===== src/rtl/alu_share_arbiter_if.sv =====
// Bundle of request, ALU-side and response signals shared between the arbiter and its environment.
// The slave modport is the arbiter's view; the master modport is the requesters/ALU/consumer view.
interface alu_share_arbiter_if #(
  parameter int DATA_WIDTH  = 32,
  parameter int SHAMT_WIDTH = 5
);
  logic                   req0_valid;
  logic                   req0_ready;
  logic [2:0]             req0_aluop;
  logic [5:0]             req0_funct;
  logic [DATA_WIDTH-1:0]  req0_a;
  logic [DATA_WIDTH-1:0]  req0_b;
  logic [SHAMT_WIDTH-1:0] req0_shamt;

  logic                   req1_valid;
  logic                   req1_ready;
  logic [2:0]             req1_aluop;
  logic [5:0]             req1_funct;
  logic [DATA_WIDTH-1:0]  req1_a;
  logic [DATA_WIDTH-1:0]  req1_b;
  logic [SHAMT_WIDTH-1:0] req1_shamt;

  logic [2:0]             alu_aluop_o;
  logic [5:0]             alu_funct_o;
  logic [DATA_WIDTH-1:0]  alu_a_o;
  logic [DATA_WIDTH-1:0]  alu_b_o;
  logic [SHAMT_WIDTH-1:0] alu_shamt_o;
  logic [3:0]             alu_operation_i;
  logic [DATA_WIDTH-1:0]  alu_result_i;
  logic                   alu_zero_i;

  logic                   rsp_valid;
  logic                   rsp_ready;
  logic                   rsp_id;
  logic [DATA_WIDTH-1:0]  rsp_result;
  logic                   rsp_zero;
  logic                   rsp_err;

  modport slave (
    input  req0_valid, req0_aluop, req0_funct, req0_a, req0_b, req0_shamt,
    input  req1_valid, req1_aluop, req1_funct, req1_a, req1_b, req1_shamt,
    output req0_ready, req1_ready,
    output alu_aluop_o, alu_funct_o, alu_a_o, alu_b_o, alu_shamt_o,
    input  alu_operation_i, alu_result_i, alu_zero_i,
    output rsp_valid, rsp_id, rsp_result, rsp_zero, rsp_err,
    input  rsp_ready
  );

  modport master (
    output req0_valid, req0_aluop, req0_funct, req0_a, req0_b, req0_shamt,
    output req1_valid, req1_aluop, req1_funct, req1_a, req1_b, req1_shamt,
    input  req0_ready, req1_ready,
    input  alu_aluop_o, alu_funct_o, alu_a_o, alu_b_o, alu_shamt_o,
    output alu_operation_i, alu_result_i, alu_zero_i,
    input  rsp_valid, rsp_id, rsp_result, rsp_zero, rsp_err,
    output rsp_ready
  );
endinterface


===== src/rtl/alu_share_arbiter.sv =====
// Round-robin share of one ALUControl+ALU pair between two requesters (IDLE -> EXEC -> RESP).
// Define ALU_ARB_ERR_CHECK_EN to flag ALUOperation 4'b1001 as unsupported (rsp_err, zeroed result).
module alu_share_arbiter #(
  parameter int DATA_WIDTH  = 32,
  parameter int SHAMT_WIDTH = 5
) (
  input  logic                clk,
  input  logic                reset,
  alu_share_arbiter_if.slave  bus
);

  typedef enum logic [1:0] {IDLE = 2'd0, EXEC = 2'd1, RESP = 2'd2} state_t;

  state_t                 state_q, state_d;
  logic                   last_q;
  logic                   grant;
  logic                   accept;
  logic                   rsp_hs;
  logic [2:0]             aluop_q;
  logic [5:0]             funct_q;
  logic [DATA_WIDTH-1:0]  a_q, b_q;
  logic [SHAMT_WIDTH-1:0] shamt_q;
  logic                   id_q;
  logic [DATA_WIDTH-1:0]  result_q;
  logic                   zero_q;

  // A lone requester always wins; on a tie the one not granted last wins.
  always_comb begin
    grant = bus.req1_valid;
    if (bus.req0_valid && bus.req1_valid) grant = ~last_q;
  end

  assign accept = (state_q == IDLE) && (bus.req0_valid || bus.req1_valid);
  assign rsp_hs = (state_q == RESP) && bus.rsp_ready;

  always_ff @(posedge clk) begin
    if (!reset) state_q <= IDLE;
    else        state_q <= state_d;
  end

  always_comb begin
    state_d = state_q;
    case (state_q)
      IDLE:    if (accept) state_d = EXEC;
      EXEC:    state_d = RESP;
      RESP:    if (bus.rsp_ready) state_d = IDLE;
      default: state_d = IDLE;
    endcase
  end

  always_comb begin
    bus.req0_ready = (state_q == IDLE) && bus.req0_valid && !grant;
    bus.req1_ready = (state_q == IDLE) && bus.req1_valid && grant;
    bus.rsp_valid  = (state_q == RESP);
  end

  always_ff @(posedge clk) begin
    if (!reset) begin
      last_q   <= 1'b1;
      aluop_q  <= '0;
      funct_q  <= '0;
      a_q      <= '0;
      b_q      <= '0;
      shamt_q  <= '0;
      id_q     <= 1'b0;
      result_q <= '0;
      zero_q   <= 1'b0;
    end else begin
      if (accept) begin
        aluop_q <= grant ? bus.req1_aluop : bus.req0_aluop;
        funct_q <= grant ? bus.req1_funct : bus.req0_funct;
        a_q     <= grant ? bus.req1_a     : bus.req0_a;
        b_q     <= grant ? bus.req1_b     : bus.req0_b;
        shamt_q <= grant ? bus.req1_shamt : bus.req0_shamt;
        id_q    <= grant;
      end
      if (state_q == EXEC) begin
`ifdef ALU_ARB_ERR_CHECK_EN
        result_q <= (bus.alu_operation_i == 4'b1001) ? '0 : bus.alu_result_i;
        zero_q   <= (bus.alu_operation_i == 4'b1001) ? 1'b0 : bus.alu_zero_i;
`else
        result_q <= bus.alu_result_i;
        zero_q   <= bus.alu_zero_i;
`endif
      end
      if (rsp_hs) last_q <= id_q;
    end
  end

`ifdef ALU_ARB_ERR_CHECK_EN
  logic err_q;

  always_ff @(posedge clk) begin
    if (!reset)                err_q <= 1'b0;
    else if (state_q == EXEC)  err_q <= (bus.alu_operation_i == 4'b1001);
  end

  assign bus.rsp_err = err_q;
`else
  logic unused_op;

  assign unused_op   = ^bus.alu_operation_i;
  assign bus.rsp_err = 1'b0;
`endif

  assign bus.alu_aluop_o = aluop_q;
  assign bus.alu_funct_o = funct_q;
  assign bus.alu_a_o     = a_q;
  assign bus.alu_b_o     = b_q;
  assign bus.alu_shamt_o = shamt_q;
  assign bus.rsp_id      = id_q;
  assign bus.rsp_result  = result_q;
  assign bus.rsp_zero    = zero_q;

endmodule

===== src/flat_wrapper.sv =====
// flat-port wrapper written by rule: the top's interface ports become plain ports
module alu_share_arbiter_flat 
#(
  parameter int DATA_WIDTH  = 32,
  parameter int SHAMT_WIDTH = 5
)
  (clk, reset, bus_req0_valid, bus_req0_aluop, bus_req0_funct, bus_req0_a, bus_req0_b, bus_req0_shamt, bus_req1_valid, bus_req1_aluop, bus_req1_funct, bus_req1_a, bus_req1_b, bus_req1_shamt, bus_req0_ready, bus_req1_ready, bus_alu_aluop_o, bus_alu_funct_o, bus_alu_a_o, bus_alu_b_o, bus_alu_shamt_o, bus_alu_operation_i, bus_alu_result_i, bus_alu_zero_i, bus_rsp_valid, bus_rsp_id, bus_rsp_result, bus_rsp_zero, bus_rsp_err, bus_rsp_ready);
  alu_share_arbiter_if #(.DATA_WIDTH(DATA_WIDTH), .SHAMT_WIDTH(SHAMT_WIDTH)) bus_i ();
  input  logic clk;
  input  logic reset;
  input wire logic [$bits(bus_i.req0_valid)-1:0] bus_req0_valid;
  input wire logic [$bits(bus_i.req0_aluop)-1:0] bus_req0_aluop;
  input wire logic [$bits(bus_i.req0_funct)-1:0] bus_req0_funct;
  input wire logic [$bits(bus_i.req0_a)-1:0] bus_req0_a;
  input wire logic [$bits(bus_i.req0_b)-1:0] bus_req0_b;
  input wire logic [$bits(bus_i.req0_shamt)-1:0] bus_req0_shamt;
  input wire logic [$bits(bus_i.req1_valid)-1:0] bus_req1_valid;
  input wire logic [$bits(bus_i.req1_aluop)-1:0] bus_req1_aluop;
  input wire logic [$bits(bus_i.req1_funct)-1:0] bus_req1_funct;
  input wire logic [$bits(bus_i.req1_a)-1:0] bus_req1_a;
  input wire logic [$bits(bus_i.req1_b)-1:0] bus_req1_b;
  input wire logic [$bits(bus_i.req1_shamt)-1:0] bus_req1_shamt;
  output wire logic [$bits(bus_i.req0_ready)-1:0] bus_req0_ready;
  output wire logic [$bits(bus_i.req1_ready)-1:0] bus_req1_ready;
  output wire logic [$bits(bus_i.alu_aluop_o)-1:0] bus_alu_aluop_o;
  output wire logic [$bits(bus_i.alu_funct_o)-1:0] bus_alu_funct_o;
  output wire logic [$bits(bus_i.alu_a_o)-1:0] bus_alu_a_o;
  output wire logic [$bits(bus_i.alu_b_o)-1:0] bus_alu_b_o;
  output wire logic [$bits(bus_i.alu_shamt_o)-1:0] bus_alu_shamt_o;
  input wire logic [$bits(bus_i.alu_operation_i)-1:0] bus_alu_operation_i;
  input wire logic [$bits(bus_i.alu_result_i)-1:0] bus_alu_result_i;
  input wire logic [$bits(bus_i.alu_zero_i)-1:0] bus_alu_zero_i;
  output wire logic [$bits(bus_i.rsp_valid)-1:0] bus_rsp_valid;
  output wire logic [$bits(bus_i.rsp_id)-1:0] bus_rsp_id;
  output wire logic [$bits(bus_i.rsp_result)-1:0] bus_rsp_result;
  output wire logic [$bits(bus_i.rsp_zero)-1:0] bus_rsp_zero;
  output wire logic [$bits(bus_i.rsp_err)-1:0] bus_rsp_err;
  input wire logic [$bits(bus_i.rsp_ready)-1:0] bus_rsp_ready;
  assign bus_i.req0_valid = bus_req0_valid;
  assign bus_i.req0_aluop = bus_req0_aluop;
  assign bus_i.req0_funct = bus_req0_funct;
  assign bus_i.req0_a = bus_req0_a;
  assign bus_i.req0_b = bus_req0_b;
  assign bus_i.req0_shamt = bus_req0_shamt;
  assign bus_i.req1_valid = bus_req1_valid;
  assign bus_i.req1_aluop = bus_req1_aluop;
  assign bus_i.req1_funct = bus_req1_funct;
  assign bus_i.req1_a = bus_req1_a;
  assign bus_i.req1_b = bus_req1_b;
  assign bus_i.req1_shamt = bus_req1_shamt;
  assign bus_req0_ready = bus_i.req0_ready;
  assign bus_req1_ready = bus_i.req1_ready;
  assign bus_alu_aluop_o = bus_i.alu_aluop_o;
  assign bus_alu_funct_o = bus_i.alu_funct_o;
  assign bus_alu_a_o = bus_i.alu_a_o;
  assign bus_alu_b_o = bus_i.alu_b_o;
  assign bus_alu_shamt_o = bus_i.alu_shamt_o;
  assign bus_i.alu_operation_i = bus_alu_operation_i;
  assign bus_i.alu_result_i = bus_alu_result_i;
  assign bus_i.alu_zero_i = bus_alu_zero_i;
  assign bus_rsp_valid = bus_i.rsp_valid;
  assign bus_rsp_id = bus_i.rsp_id;
  assign bus_rsp_result = bus_i.rsp_result;
  assign bus_rsp_zero = bus_i.rsp_zero;
  assign bus_rsp_err = bus_i.rsp_err;
  assign bus_i.rsp_ready = bus_rsp_ready;
  alu_share_arbiter #(.DATA_WIDTH(DATA_WIDTH), .SHAMT_WIDTH(SHAMT_WIDTH)) u_core (.clk(clk), .reset(reset), .bus(bus_i));
endmodule

===== config.mk =====
export PLATFORM = sky130hd
export DESIGN_NAME = alu_share_arbiter_flat
export DESIGN_NICKNAME = d
export VERILOG_FILES = /design/src/rtl/alu_share_arbiter_if.sv /design/src/rtl/alu_share_arbiter.sv /design/src/flat_wrapper.sv
export SDC_FILE = /design/constraint.sdc
export NUM_CORES = 1
export LEC_CHECK = 0
export BUFFER_PORTS_ARGS = -buffer_cell sky130_fd_sc_hd__buf_2
export CORE_AREA = 2 2 120 122
export DETAILED_ROUTE_END_ITERATION = 16
export DIE_AREA = 0 0 122 124
export GPL_TIMING_DRIVEN = 0
export PLACE_DENSITY = 0.69
export SLEW_MARGIN = 10
export SYNTH_ARGS = -nofsm -noshare
export SYNTH_HDL_FRONTEND = slang
export SYNTH_SLANG_ARGS = --single-unit

===== constraint.sdc =====
create_clock -name clk -period 1.9 [get_ports clk]
set_clock_uncertainty 0.1 [all_clocks]
set_input_delay 0.095 -clock clk [delete_from_list [all_inputs] [get_ports clk]]
set_output_delay 0.095 -clock clk [all_outputs]
set_load 0.1 [all_outputs]

==> Flow_metrics.wiki, run 1 <==
{| class="wikitable"
! Metric !! Value
|-
| Number of synthesized flops with an enable pin || 0
|-
| Unrepaired setup endpoints after global routing || yes
|-
| Predominant post-synthesis flop cell || dfxtp_1
|-
| Overall power consumption || 10060 uW
|-
| Initial Util || 35.83%
|-
| Num rows || 43
|-
| CTS sink count || 115
|-
| Reported max-cap violation count || 0
|-
| Worst Setup Path Type || reg2out
|-
| Detailed router's first-iteration violation count || 376
|-
| Netlist Area Pre-Place || 4916 um^2
|-
| Detailed-routing iteration count for the pre-antenna-repair pass || 5
|-
| Buffering stage count on the worst path with inverters included || 2
|-
| IR drop worst, VDD || 560.0 uV
|-
| Status || completed
|-
| Synth Net Count || 807
|-
| Capturing element type of the critical path || primary output
|-
| Async set-or-reset flop fraction in the synthesized netlist || 0%
|-
| Maximum number of pins on one net before global-route repair || 17
|-
| Amount of wire on met2 after detailed routing || 11610 um
|-
| Overflow left after global routing || 0
|-
| Cell variety after synth || 25
|-
| Max-slew headroom at the worst pin || 50.18%
|-
| CP max-delay cell || dfxtp_1
|-
| Via count of the first global-routing pass || 6891
|-
| Number of antenna violations at the first check in global routing || 0
|-
| Switching Fraction || 40.98%
|-
| Seq pwr share || 28.0%
|-
| Buffer levels on the longest clock path || 2
|-
| Final layout net count || 1331
|-
| Total number of H-tree levels || 4
|-
| Routed via count divided by cell count || 5.254
|-
| Leakage || 0.004350 uW
|-
| Post-DRT Antenna Nets || 0
|-
| Final Wtd Congestion || 0.8126
|-
| Final Hold Violating Endpoints || 0
|-
| Cts bufs inserted || 17
|-
| Shortest period the worst path allows || 1.847 ns
|-
| Floorplan Core Area || 13720 um^2
|-
| Wire length of the first global-routing pass || 34580 um
|-
| Synth Area per Inst || 8.072 um^2
|-
| Critical Path Start Type || flop
|-
| Fraction of the core area covered by cells at the end of the flow || 68.51%
|-
| Total count of max-transition violations in the final report || 0
|-
| Combined global-route utilization of all metal layers || 29.64%
|-
| Highest fanout seen on the critical path || 10
|-
| Num ports || 314
|-
| Area growth from synthesis to layout || 91.19%
|-
| Avg WL per Cell || 17.57 um
|-
| Proportion of synthesized chip area in sequential cells || 46.83%
|-
| Full die area || 15130 um^2
|-
| Vertical extent of the die || 124 um
|-
| Measured slew at the worst slew-check pin || 0.7472 ns
|-
| Met3 wire length || 2279 um
|-
| Port bufs || 308
|-
| Count of unresolved DRC violations after routing || 0
|-
| Comb power frac || 37.1%
|-
| Largest stage delay, worst path || 0.40 ns
|-
| Yosys warning total || 0
|-
| Required time worst endpoint || 1.70 ns
|-
| TritonCTS clock tree || yes
|-
| Proportion of layout cells with a drive suffix above 1 || 34.99%
|-
| Diodes inserted || 0
|-
| Arrival time at the worst endpoint || 1.65 ns
|-
| Setup Total Neg Slack || 0 ns
|-
| Wire length reported by the detailed router || 23300 um
|-
| Clk Tree Root Cell || clkbuf_16
|-
| Chip Width || 122 um
|-
| P_int || 5939 uW
|-
| Clock latency on the worst-skew pair || 0.42 ns
|-
| Final HPWL from detailed placement || 13730 um
|-
| Fmax achieved || 0.5413 GHz
|-
| Wl on met1 || 8376 um
|-
| Sw Pwr || 4123 uW
|-
| Setup violations, final || 0
|-
| Final worst path period share || 97.22%
|-
| Clk pin slew, worst setup/hold paths || 0.06 ns
|-
| Class of the worst hold path || in2reg
|-
| Cell count after synthesis || 609
|-
| Clock group share of total power || 34.8%
|-
| Sequence of cells on the critical path || nor2_4 > clkbuf_2 > and3_1 > buf_12
|-
| Power density normalized to cell area || 1071 nW/um^2
|-
| Via Count || 6967
|-
| Synthesis-stage register bit count || 115
|-
| Top delay family on crit path || buffers and inverters
|-
| Top sig layer || met4
|}
[power by group through the flow]
stage               clock, uW  combinational (uW)  sequential [uW]
floorplan                   0                 794             4670
global placement            0                3300             2850
detailed placement          0                3310             2860
CTS                      3520                3660             2810
global route             3620                3890             2840
finish                   3500                3740             2820
[registers in the layout, indices dropped and copies added, names as in the netlist]
signal                  flops
u_core.bus.alu_a_o         32
u_core.bus.rsp_zero         1
u_core.state_q              2
u_core.bus.alu_funct_o      6
u_core.bus.alu_aluop_o      3
u_core.last_q               1
u_core.bus.alu_shamt_o      5
u_core.bus.alu_b_o         32
u_core.bus.rsp_id           1
u_core.bus.rsp_result      32
[metrics by stage]
step | cell area [um^2] | instances | worst slack (ns) | hold WS (ns)
floorplan | 4935 | 609 | -0.07807 | 0.1125
global placement | 6701 | 1097 | -0.2069 | 0.2323
detailed placement | 6701 | 1097 | -0.1799 | 0.2344
CTS | 9365 | 1324 | 0.01213 | 0.2215
global route | 9399 | 1326 | -0.001087 | 0.2609
finish | 9399 | 1326 | 0.05274 | 0.2251
[kinds of logic after synthesis]
family                 synth area share, %
other                              0.07628
and+or+nand+nor                      18.25
AOI/OAI and AO/OA                    28.94
DFF                                  46.83
buffers and inverters                5.904
[cell usage after synthesis (2+ instances only)]
library cell | n | area, um^2
a21oi_1 | 112 | 560.5
a311oi_1 | 58 | 508.0
a311oi_2 | 20 | 300.3
and3_1 | 2 | 12.51
buf_2 | 7 | 35.03
buf_4 | 2 | 15.01
buf_6 | 4 | 45.04
clkbuf_1 | 50 | 187.7
dfxtp_1 | 115 | 2302
nand2_1 | 222 | 833.3
nand2b_1 | 2 | 12.51
nor2b_1 | 2 | 12.51
[routing by layer]
layer | GRT usage [%] | up-vias
met3 | 8.425 | 101
li1 | - | 3194
met2 | 51.54 | 471
met5 | 0 | -
met1 | 32.55 | 3201
met4 | 16.59 | 0
[placed cells by master (no fill, tap or decap), types with 2 or more instances in the layout]
cell	count
buf_6	5
clkinv_2	6
clkinv_4	3
dfxtp_1	114
buf_1	2
clkbuf_1	33
a311oi_1	58
clkbuf_16	18
a311oi_2	20
a21oi_1	112
nand2b_1	2
buf_4	8
nand2_1	222
bufinv_16	5
clkbuf_2	14
buf_2	312
and3_1	2
dlygate4sd3_1	191
buf_12	2
[what timing repair did]
item / 4_1_cts / 5_1_grt
endpoints found under the setup margin: 40 / 48
pin swaps: 2 / 1
gates resized for setup: 21 / 28
hold endpoints to repair: 115 / 0
buffers inserted: 4 / 2
hold buffers: 191 / 0
[final timing paths]
path	startpoint	endpoint	slack [ns]	depth (start not counted)
max	u_core.state_q[0]$_SDFFE_PN0P_	bus_req0_ready	0.05	4
min	bus_req0_valid	u_core.bus.alu_aluop_o[1]$_SDFFE_PN0P_	0.23	5
max reg2reg	u_core.state_q[0]$_SDFFE_PN0P_	u_core.bus.alu_b_o[10]$_SDFFE_PN0P_	0.06	5
min reg2reg	u_core.bus.rsp_result[9]$_SDFFE_PN0N_	u_core.bus.rsp_result[9]$_SDFFE_PN0N_	0.35	2
[layout make-up]
type                       instances  area, um^2
buffer                            64       341.6
clock buffer                      17       425.4
multi-input combinational        429        2355
tap                              180       225.2
timing repair buffer             505        3528
inverter                           1       3.754
sequential                       115        2306
fill                            1016        4320
clock inverter                    15       214.0
[worst min-delay path, cell delays in order]
cell and delay [ns]:
buf_2 0.14, a21boi_4 0.12, buf_4 0.19, nand2_1 0.07, a311oi_1 0.07
Note: power is estimated with default switching activity, not from simulation.
==> run 2, diff against run 1 <==
--- a/config.mk
+++ b/config.mk
@@ -10,7 +10,7 @@
 export DETAILED_ROUTE_END_ITERATION = 16
 export DIE_AREA = 0 0 122 124
 export GPL_TIMING_DRIVEN = 0
-export PLACE_DENSITY = 0.69
+export PLACE_DENSITY = 0.72
 export SLEW_MARGIN = 10
 export SYNTH_ARGS = -nofsm -noshare
 export SYNTH_HDL_FRONTEND = slang
==> run 2 against run 1 <==
Net effect: global-route usage fell by 0.37 points; wire length fell by 0.48%; combinational power barely moved; setup slack improved by 0.018 ns; sequential share of layout area rose by 0.085 points; first-iteration DRC count rose by 29%; core utilization fell by 0.27 points; clock-buffer cell count rose by 1; clock power fell by 3%; non-clock buffer count fell by 4; critical endpoint is now bus_req1_ready.
==> Flow_metrics.wiki, run 2 (synthesized netlist as in run 1, its figures left out) <==
{| class="wikitable"
! Metric !! Value
|-
| Status || completed (unchanged)
|-
| Final Hold Violating Endpoints || 0 (unchanged)
|-
| Arrival time at the worst endpoint || 1.63 ns (was 1.65 ns)
|-
| Via count of the first global-routing pass || 6951 (was 6891)
|-
| Hold Crit Start || bus_req0_valid (unchanged)
|-
| Critical Path Start Type || flop (unchanged)
|-
| Chip Width || 122 um (unchanged)
|-
| Final layout net count || 1327 (was 1331)
|-
| Required time worst endpoint || 1.70 ns (about the same)
|-
| Top delay family on crit path || buffers and inverters (unchanged)
|-
| Logic depth of the worst register-to-register path || 7 (was 5)
|-
| Proportion of layout cells with a drive suffix above 1 || 34.94% (was 34.99%)
|-
| Cts bufs inserted || 17 (unchanged)
|-
| Clock latency on the worst-skew pair || 0.41 ns (was 0.42 ns)
|-
| Sequence of cells on the critical path || a21bo_1 > buf_6 > clkbuf_16 > nor3_4 > buf_12 (was nor2_4 > clkbuf_2 > and3_1 > buf_12)
|-
| Class of the worst hold path || in2reg (unchanged)
|-
| Total number of H-tree levels || 4 (unchanged)
|-
| Total count of max-transition violations in the final report || 0 (unchanged)
|-
| Worst R2R End || u_core.bus.alu_b_o[14]$_SDFFE_PN0P_ (was u_core.bus.alu_b_o[10]$_SDFFE_PN0P_)
|-
| Buffer levels on the longest clock path || 2 (unchanged)
|-
| Buffering stage count on the worst path with inverters included || 3 (was 2)
|-
| IR drop worst, VDD || 573.7 uV (was 560.0 uV)
|-
| Clk Tree Root Cell || clkbuf_16 (unchanged)
|-
| Detailed-routing iteration count for the pre-antenna-repair pass || 5 (unchanged)
|-
| Shortest period the worst path allows || 1.830 ns (was 1.847 ns)
|-
| Path length in cells of the critical path || 5 (was 4)
|-
| Initial Util || 35.83% (unchanged)
|-
| Wire length of the first global-routing pass || 34300 um (was 34580 um)
|-
| Unrepaired setup endpoints after global routing || no (was yes)
|-
| Combined global-route utilization of all metal layers || 29.27% (was 29.64%)
|-
| Area growth from synthesis to layout || 90.43% (was 91.19%)
|-
| Cell Count Post-Placement || 1097 (unchanged)
|-
| Final worst path period share || 96.30% (was 97.22%)
|-
| Num rows || 43 (unchanged)
|-
| Number of antenna violations at the first check in global routing || 0 (unchanged)
|-
| R2R setup slack || 0.13 ns (was 0.06 ns)
|-
| Largest stage delay, worst path || 0.34 ns (was 0.40 ns)
|-
| Max-slew headroom at the worst pin || 51.56% (was 50.18%)
|-
| Leading cell type in the layout, fill and taps excluded || buf_2 (unchanged)
|-
| Clk pin slew, worst setup/hold paths || 0.06 ns (about the same)
|-
| Leakage || 0.004320 uW (was 0.004350 uW)
|-
| CP max-delay cell || dfxtp_2 (was dfxtp_1)
|-
| Port bufs || 308 (unchanged)
|-
| Wl on met1 || 8468 um (was 8376 um)
|-
| Full die area || 15130 um^2 (unchanged)
|-
| Top sig layer || met4 (unchanged)
|-
| Capturing element type of the critical path || primary output (unchanged)
|-
| Fmax achieved || 0.5466 GHz (was 0.5413 GHz)
|-
| Beginning of the worst register-to-register path || u_core.state_q[1]$_SDFFE_PN0P_ (was u_core.state_q[0]$_SDFFE_PN0P_)
|-
| CTS sink count || 115 (unchanged)
|-
| Filler Cells Inserted || 976 (was 1016)
|-
| Vertical extent of the die || 124 um (unchanged)
|-
| Hold Path Depth || 5 (unchanged)
|-
| Routed via count divided by cell count || 5.265 (was 5.254)
|-
| Avg WL per Cell || 17.53 um (was 17.57 um)
|-
| Commonest non-fill, non-tap cells in the layout || 312 x buf_2, 222 x nand2_1, 191 x dlygate4sd3_1 (unchanged)
|-
| Reported max-cap violation count || 0 (unchanged)
|-
| Critical Path Start || u_core.last_q$_SDFFE_PN1P_ (was u_core.state_q[0]$_SDFFE_PN0P_)
|-
| Floorplan Core Area || 13720 um^2 (unchanged)
|-
| Non-filler cells, final || 1323 (was 1326)
|-
| Worst Setup Path Type || reg2out (unchanged)
|-
| Num ports || 314 (unchanged)
|-
| Highest fanout seen on the critical path || 8 (was 10)
|-
| Count of unresolved DRC violations after routing || 0 (unchanged)
|-
| TritonCTS clock tree || yes (unchanged)
|-
| Power density normalized to cell area || 1063 nW/um^2 (was 1071 nW/um^2)
|-
| Hold-critical path endpoint || u_core.bus.alu_b_o[31]$_SDFFE_PN0P_ (was u_core.bus.alu_aluop_o[1]$_SDFFE_PN0P_)
|-
| Overall power consumption || 9947 uW (was 10060 uW)
|-
| Final hold slack || 0.2386 ns (was 0.2251 ns)
|-
| Detailed router's first-iteration violation count || 484 (was 376)
|-
| Met3 wire length || 2213 um (was 2279 um)
|-
| Wire length reported by the detailed router || 23190 um (was 23300 um)
|-
| Amount of wire on met2 after detailed routing || 11470 um (was 11610 um)
|-
| Overflow left after global routing || 0 (unchanged)
|-
| Measured slew at the worst slew-check pin || 0.7266 ns (was 0.7472 ns)
|-
| Post-DRT Antenna Nets || 0 (unchanged)
|-
| Maximum number of pins on one net before global-route repair || 17 (unchanged)
|-
| Setup violations, final || 0 (unchanged)
|-
| Via Count || 6965 (was 6967)
|-
| Final HPWL from detailed placement || 13550 um (was 13730 um)
|-
| Final Wtd Congestion || 0.7926 (was 0.8126)
|}
run 2: changes by cell type in the layout (fill, tap and decap cells not counted):
cell,previous run,this run
buf_4,8,4
dfxtp_2,0,2
and3_1,2,1
and3_4,0,1
buf_1,2,1
bufinv_16,5,4
clkbuf_1,33,34
clkbuf_8,1,2
clkinv_2,6,5
clkinvlp_4,1,2
dfxtp_1,114,113
dfxtp_4,1,0
diode_2,0,1
run 2: metal layers:
layer	global-route usage, %	up-vias
met2	50.28	477
met5	0	-
li1	-	3189
met3	9.112	101
met1	31.75	3198
met4	17.46	0
run 2: report_power, final:
part | total, uW | switching, uW | leakage [uW] | internal [uW]
Combinational | 3730 | 2780 | 0.00306 | 948
Sequential | 2830 | 158 | 0.000950 | 2680
Clock | 3380 | 1160 | 0.000305 | 2220
Total | 9950 | 4100 | 0.00432 | 5840
run 2: metrics by stage:
| step | worst slack (ns) | TNS, ns | cell area, um^2 | utilization (%) |
|---|---|---|---|---|
| 2_1_floorplan | -0.07807 | -0.09414 | 4935 | - |
| 3_3_place_gp | -0.2136 | -3.371 | 6701 | 48.85 |
| 3_5_place_dp | -0.2306 | -4.218 | 6701 | 48.85 |
| 4_1_cts | 0.006525 | 0 | 9338 | 68.06 |
| 5_1_grt | 0.009910 | 0 | 9359 | 68.22 |
| 6_report | 0.07034 | 0 | 9361 | 68.24 |
run 2: how the worst max path moves through the flow:
stage                                          end
finish                              bus_req1_ready
floorplan           u_core.bus.rsp_id$_SDFFE_PN0P_
global placement                    bus_req0_ready
detailed placement                  bus_req0_ready
global route                        bus_req1_ready
CTS                                 bus_req1_ready
run 2: repair_timing:
action / CTS / global route
setup buffers: 2 / 0
resized for setup: 22 / 26
hold endpoints to repair: 115 / 0
endpoints found under the setup margin: 80 / 68
hold buffers: 191 / 0
pin swaps: 2 / 1
run 2: layout make-up:
cell class                      count  area (um^2)  area share (%)
Sequential cell                   115         2305           24.62
Clock buffer                       18        439.2           4.691
Buffer                             64        341.6           3.649
Inverter                            1        3.754         0.04010
Clock inverter                     14        186.4           1.991
Timing Repair Buffer              501         3498           37.37
Tap cell                          180        225.2           2.406
Antenna cell                        1        2.502         0.02673
Multi-Input combinational cell    429         2360           25.21
run 2: worst register-to-register path, cell delays in order (launching register included):
cell	delay, ns
dfxtp_1	0.48
nor2_4	0.06
buf_4	0.20
and2_4	0.15
buf_6	0.12
buf_6	0.14
buf_6	0.16
a311oi_2	0.26
==> run 3, diff against run 2 <==
--- a/config.mk
+++ b/config.mk
@@ -6,9 +6,9 @@
 export NUM_CORES = 1
 export LEC_CHECK = 0
 export BUFFER_PORTS_ARGS = -buffer_cell sky130_fd_sc_hd__buf_2
-export CORE_AREA = 2 2 120 122
+export CORE_AREA = 2 2 123 125
 export DETAILED_ROUTE_END_ITERATION = 16
-export DIE_AREA = 0 0 122 124
+export DIE_AREA = 0 0 125 127
 export GPL_TIMING_DRIVEN = 0
 export PLACE_DENSITY = 0.72
 export SLEW_MARGIN = 10
==> constraint.sdc (replaced) <==
create_clock -name clk -period 1.6 [get_ports clk]
set_clock_uncertainty 0.1 [all_clocks]
set_input_delay 0.08 -clock clk [delete_from_list [all_inputs] [get_ports clk]]
set_output_delay 0.08 -clock clk [all_outputs]
set_load 0.1 [all_outputs]
==> run 3 against run 2 <==
Net effect: the flow now finishes with violations (negative setup slack); via count decreased by 1.7%; final cell count increased by 1.3%; non-clock buffer count increased by 13; clock power increased by 11%; combinational power increased by 24%; setup slack got worse by 0.26 ns; hold slack improved by 0.025 ns; critical endpoint unchanged; largest cell class unchanged; largest power group unchanged; highest routed layer unchanged.
==> Flow_metrics.wiki, run 3 (synthesized netlist as in run 1, its figures left out) <==
{| class="wikitable"
! Metric !! Value
|-
| Status || complete, but fails checks (was completed)
|-
| Violations in the final reports || negative setup slack
|-
| Clock latency on the worst-skew pair || 0.40 ns (was 0.41 ns)
|-
| Initial Util || 34.08% (was 35.83%)
|-
| Via Count || 6847 (was 6965)
|-
| Final layout net count || 1340 (was 1327)
|-
| Amount of wire on met2 after detailed routing || 11690 um (was 11470 um)
|-
| Floorplan Core Area || 14420 um^2 (was 13720 um^2)
|-
| Detailed router's first-iteration violation count || 420 (was 484)
|-
| Final design area excluding fillers || 9653 um^2 (was 9361 um^2)
|-
| Avg WL per Cell || 17.46 um (was 17.53 um)
|-
| Post-DRT Antenna Nets || 0 (unchanged)
|-
| Num ports || 314 (unchanged)
|-
| Sequence of cells on the critical path || a21bo_1 > buf_6 > clkbuf_16 > nor3_4 > buf_12 (unchanged)
|-
| Final Wtd Congestion || 0.8169 (was 0.7926)
|-
| Cts bufs inserted || 17 (unchanged)
|-
| Final worst path period share || 111.7%
|-
| Arrival time at the worst endpoint || 1.61 ns (was 1.63 ns)
|-
| Proportion of layout cells with a drive suffix above 1 || 37.32% (was 34.94%)
|-
| Required time worst endpoint || 1.42 ns (was 1.70 ns)
|-
| Fmax achieved || 0.5595 GHz
|-
| Overflow left after global routing || 0 (unchanged)
|-
| IR drop worst, VDD || 660.6 uV (was 573.7 uV)
|-
| Largest stage delay, worst path || 0.35 ns (was 0.34 ns)
|-
| Port bufs || 308 (unchanged)
|-
| Capturing element type of the critical path || primary output (unchanged)
|-
| Vertical extent of the die || 127 um (was 124 um)
|-
| Maximum number of pins on one net before global-route repair || 17 (unchanged)
|-
| Class of the worst hold path || in2reg (unchanged)
|-
| Wire length reported by the detailed router || 23390 um (was 23190 um)
|-
| Final HPWL from detailed placement || 13680 um (was 13550 um)
|-
| TritonCTS clock tree || yes (unchanged)
|-
| Count of unresolved DRC violations after routing || 0 (unchanged)
|-
| Clk Tree Root Cell || clkbuf_16 (unchanged)
|-
| Wl on met1 || 9050 um (was 8468 um)
|-
| Highest fanout seen on the critical path || 5 (was 8)
|-
| Total cell area at the placement stage || 6733 um^2 (was 6701 um^2)
|-
| Wire length of the first global-routing pass || 35330 um (was 34300 um)
|-
| Detailed-routing iteration count for the pre-antenna-repair pass || 5 (unchanged)
|-
| Num rows || 44 (was 43)
|-
| Setup violations, final || 4 (was 0)
|-
| Measured slew at the worst slew-check pin || 0.7448 ns (was 0.7266 ns)
|-
| Chip Width || 125 um (was 122 um)
|-
| Routed via count divided by cell count || 5.110 (was 5.265)
|-
| Shortest period the worst path allows || 1.787 ns
|-
| Post-route setup slack || -0.1875 ns (was 0.07034 ns)
|-
| CP max-delay cell || dfxtp_4 (was dfxtp_2)
|-
| Number of antenna violations at the first check in global routing || 0 (unchanged)
|-
| Buffer levels on the longest clock path || 2 (unchanged)
|-
| Critical Path Start Type || flop (unchanged)
|-
| Clk pin slew, worst setup/hold paths || 0.06 ns (about the same)
|-
| Leakage || 0.004459 uW (was 0.004320 uW)
|-
| Worst Setup Path Type || reg2out (unchanged)
|-
| Top sig layer || met4 (unchanged)
|-
| Cell Count Post-Placement || 1101 (was 1097)
|-
| Total number of H-tree levels || 4 (unchanged)
|-
| Full die area || 15880 um^2 (was 15130 um^2)
|-
| Reported max-cap violation count || 0 (unchanged)
|-
| Buffering stage count on the worst path with inverters included || 3 (unchanged)
|-
| Commonest non-fill, non-tap cells in the layout || 310 x buf_2, 222 x nand2_1, 191 x dlygate4sd3_1 (was 312 x buf_2, 222 x nand2_1, 191 x dlygate4sd3_1)
|-
| Via count of the first global-routing pass || 6931 (was 6951)
|-
| Combined global-route utilization of all metal layers || 27.77% (was 29.27%)
|-
| Unrepaired setup endpoints after global routing || yes (was no)
|-
| Leading cell type in the layout, fill and taps excluded || buf_2 (unchanged)
|-
| Final Hold Violating Endpoints || 0 (unchanged)
|-
| Non-filler cells, final || 1340 (was 1323)
|-
| Max-slew headroom at the worst pin || 50.35% (was 51.56%)
|-
| Area growth from synthesis to layout || 96.36% (was 90.43%)
|-
| Met3 wire length || 1925 um (was 2213 um)
|-
| Fraction of the core area covered by cells at the end of the flow || 66.92% (was 68.24%)
|-
| Total count of max-transition violations in the final report || 0 (unchanged)
|-
| Power density normalized to cell area || 1212 nW/um^2 (was 1063 nW/um^2)
|-
| CTS sink count || 115 (unchanged)
|-
| Top delay family on crit path || buffers and inverters (unchanged)
|}
-- run 3: cell count changes in the layout (fill, tap and decap cells not counted), sizes merged --
cell	change
buf	+17
bufinv	-2
clkbuf	+1
clkinv	-4
clkinvlp	+1
-- run 3: repair_timing --
action | in CTS | in global routing
hold endpoints to repair | 115 | 0
pin swaps | 2 | 1
gates cloned | 0 | 2
buffers inserted | 7 | 8
hold buffers | 191 | 0
endpoints found under the setup margin | 113 | 100
resized for setup | 45 | 64
-- run 3: cell type report --
type | instances | area (um^2)
Antenna cell | 1 | 2.502
Buffer | 62 | 434.2
Clock buffer | 23 | 479.2
Clock inverter | 9 | 102.6
Fill cell | 1044 | 4771
Inverter | 1 | 3.754
Multi-Input combinational cell | 429 | 2410
Sequential cell | 115 | 2313
Tap cell | 184 | 230.2
Timing Repair Buffer | 516 | 3677
-- run 3: final timing paths --
kind,startpoint,endpoint,slack (ns),cells after the start
setup / recovery,u_core.last_q$_SDFFE_PN1P_,bus_req1_ready,-0.19,5
setup reg to reg,u_core.last_q$_SDFFE_PN1P_,u_core.bus.alu_a_o[24]$_SDFFE_PN0P_,-0.03,7
hold / removal,bus_req0_valid,u_core.bus.alu_aluop_o[1]$_SDFFE_PN0P_,0.26,6
hold reg to reg,u_core.bus.rsp_result[23]$_SDFFE_PN0N_,u_core.bus.rsp_result[23]$_SDFFE_PN0N_,0.35,2
-- run 3: per-stage QoR --
step / total power, uW / TNS [ns] / hold slack (ns) / worst slack, ns
4_1_cts: 11530 / -0.3596 / 0.1586 / -0.1861
6_report: 11700 / -0.3809 / 0.2635 / -0.1875
2_1_floorplan: 6492 / -0.4449 / 0.09779 / -0.3001
5_1_grt: 12080 / -1.433 / 0.2717 / -0.2565
3_5_place_dp: 7335 / -31.23 / 0.2279 / -0.6309
3_3_place_gp: 7313 / -29.56 / 0.2253 / -0.5428
-- run 3: worst reg2reg max path, delay by kind of cell (launching register included) --
kind | cells | cell delay [ns]
buffers and inverters | 4 | 0.50
and+or+nand+nor | 1 | 0.09
DFF | 1 | 0.36
AOI/OAI and AO/OA | 2 | 0.47
-- run 3: routing by layer --
layer	up-vias	GRT usage, %
met5	-	0
met4	0	12.42
met3	67	7.747
met2	426	48.88
met1	3133	31.50
li1	3221	-
-- run 3: where the power goes --
group / leakage [uW] / switching (uW) / internal [uW]
registers: 0.000952 / 169 / 3180
clock network: 0.000278 / 1330 / 2410
logic: 0.00323 / 3350 / 1260
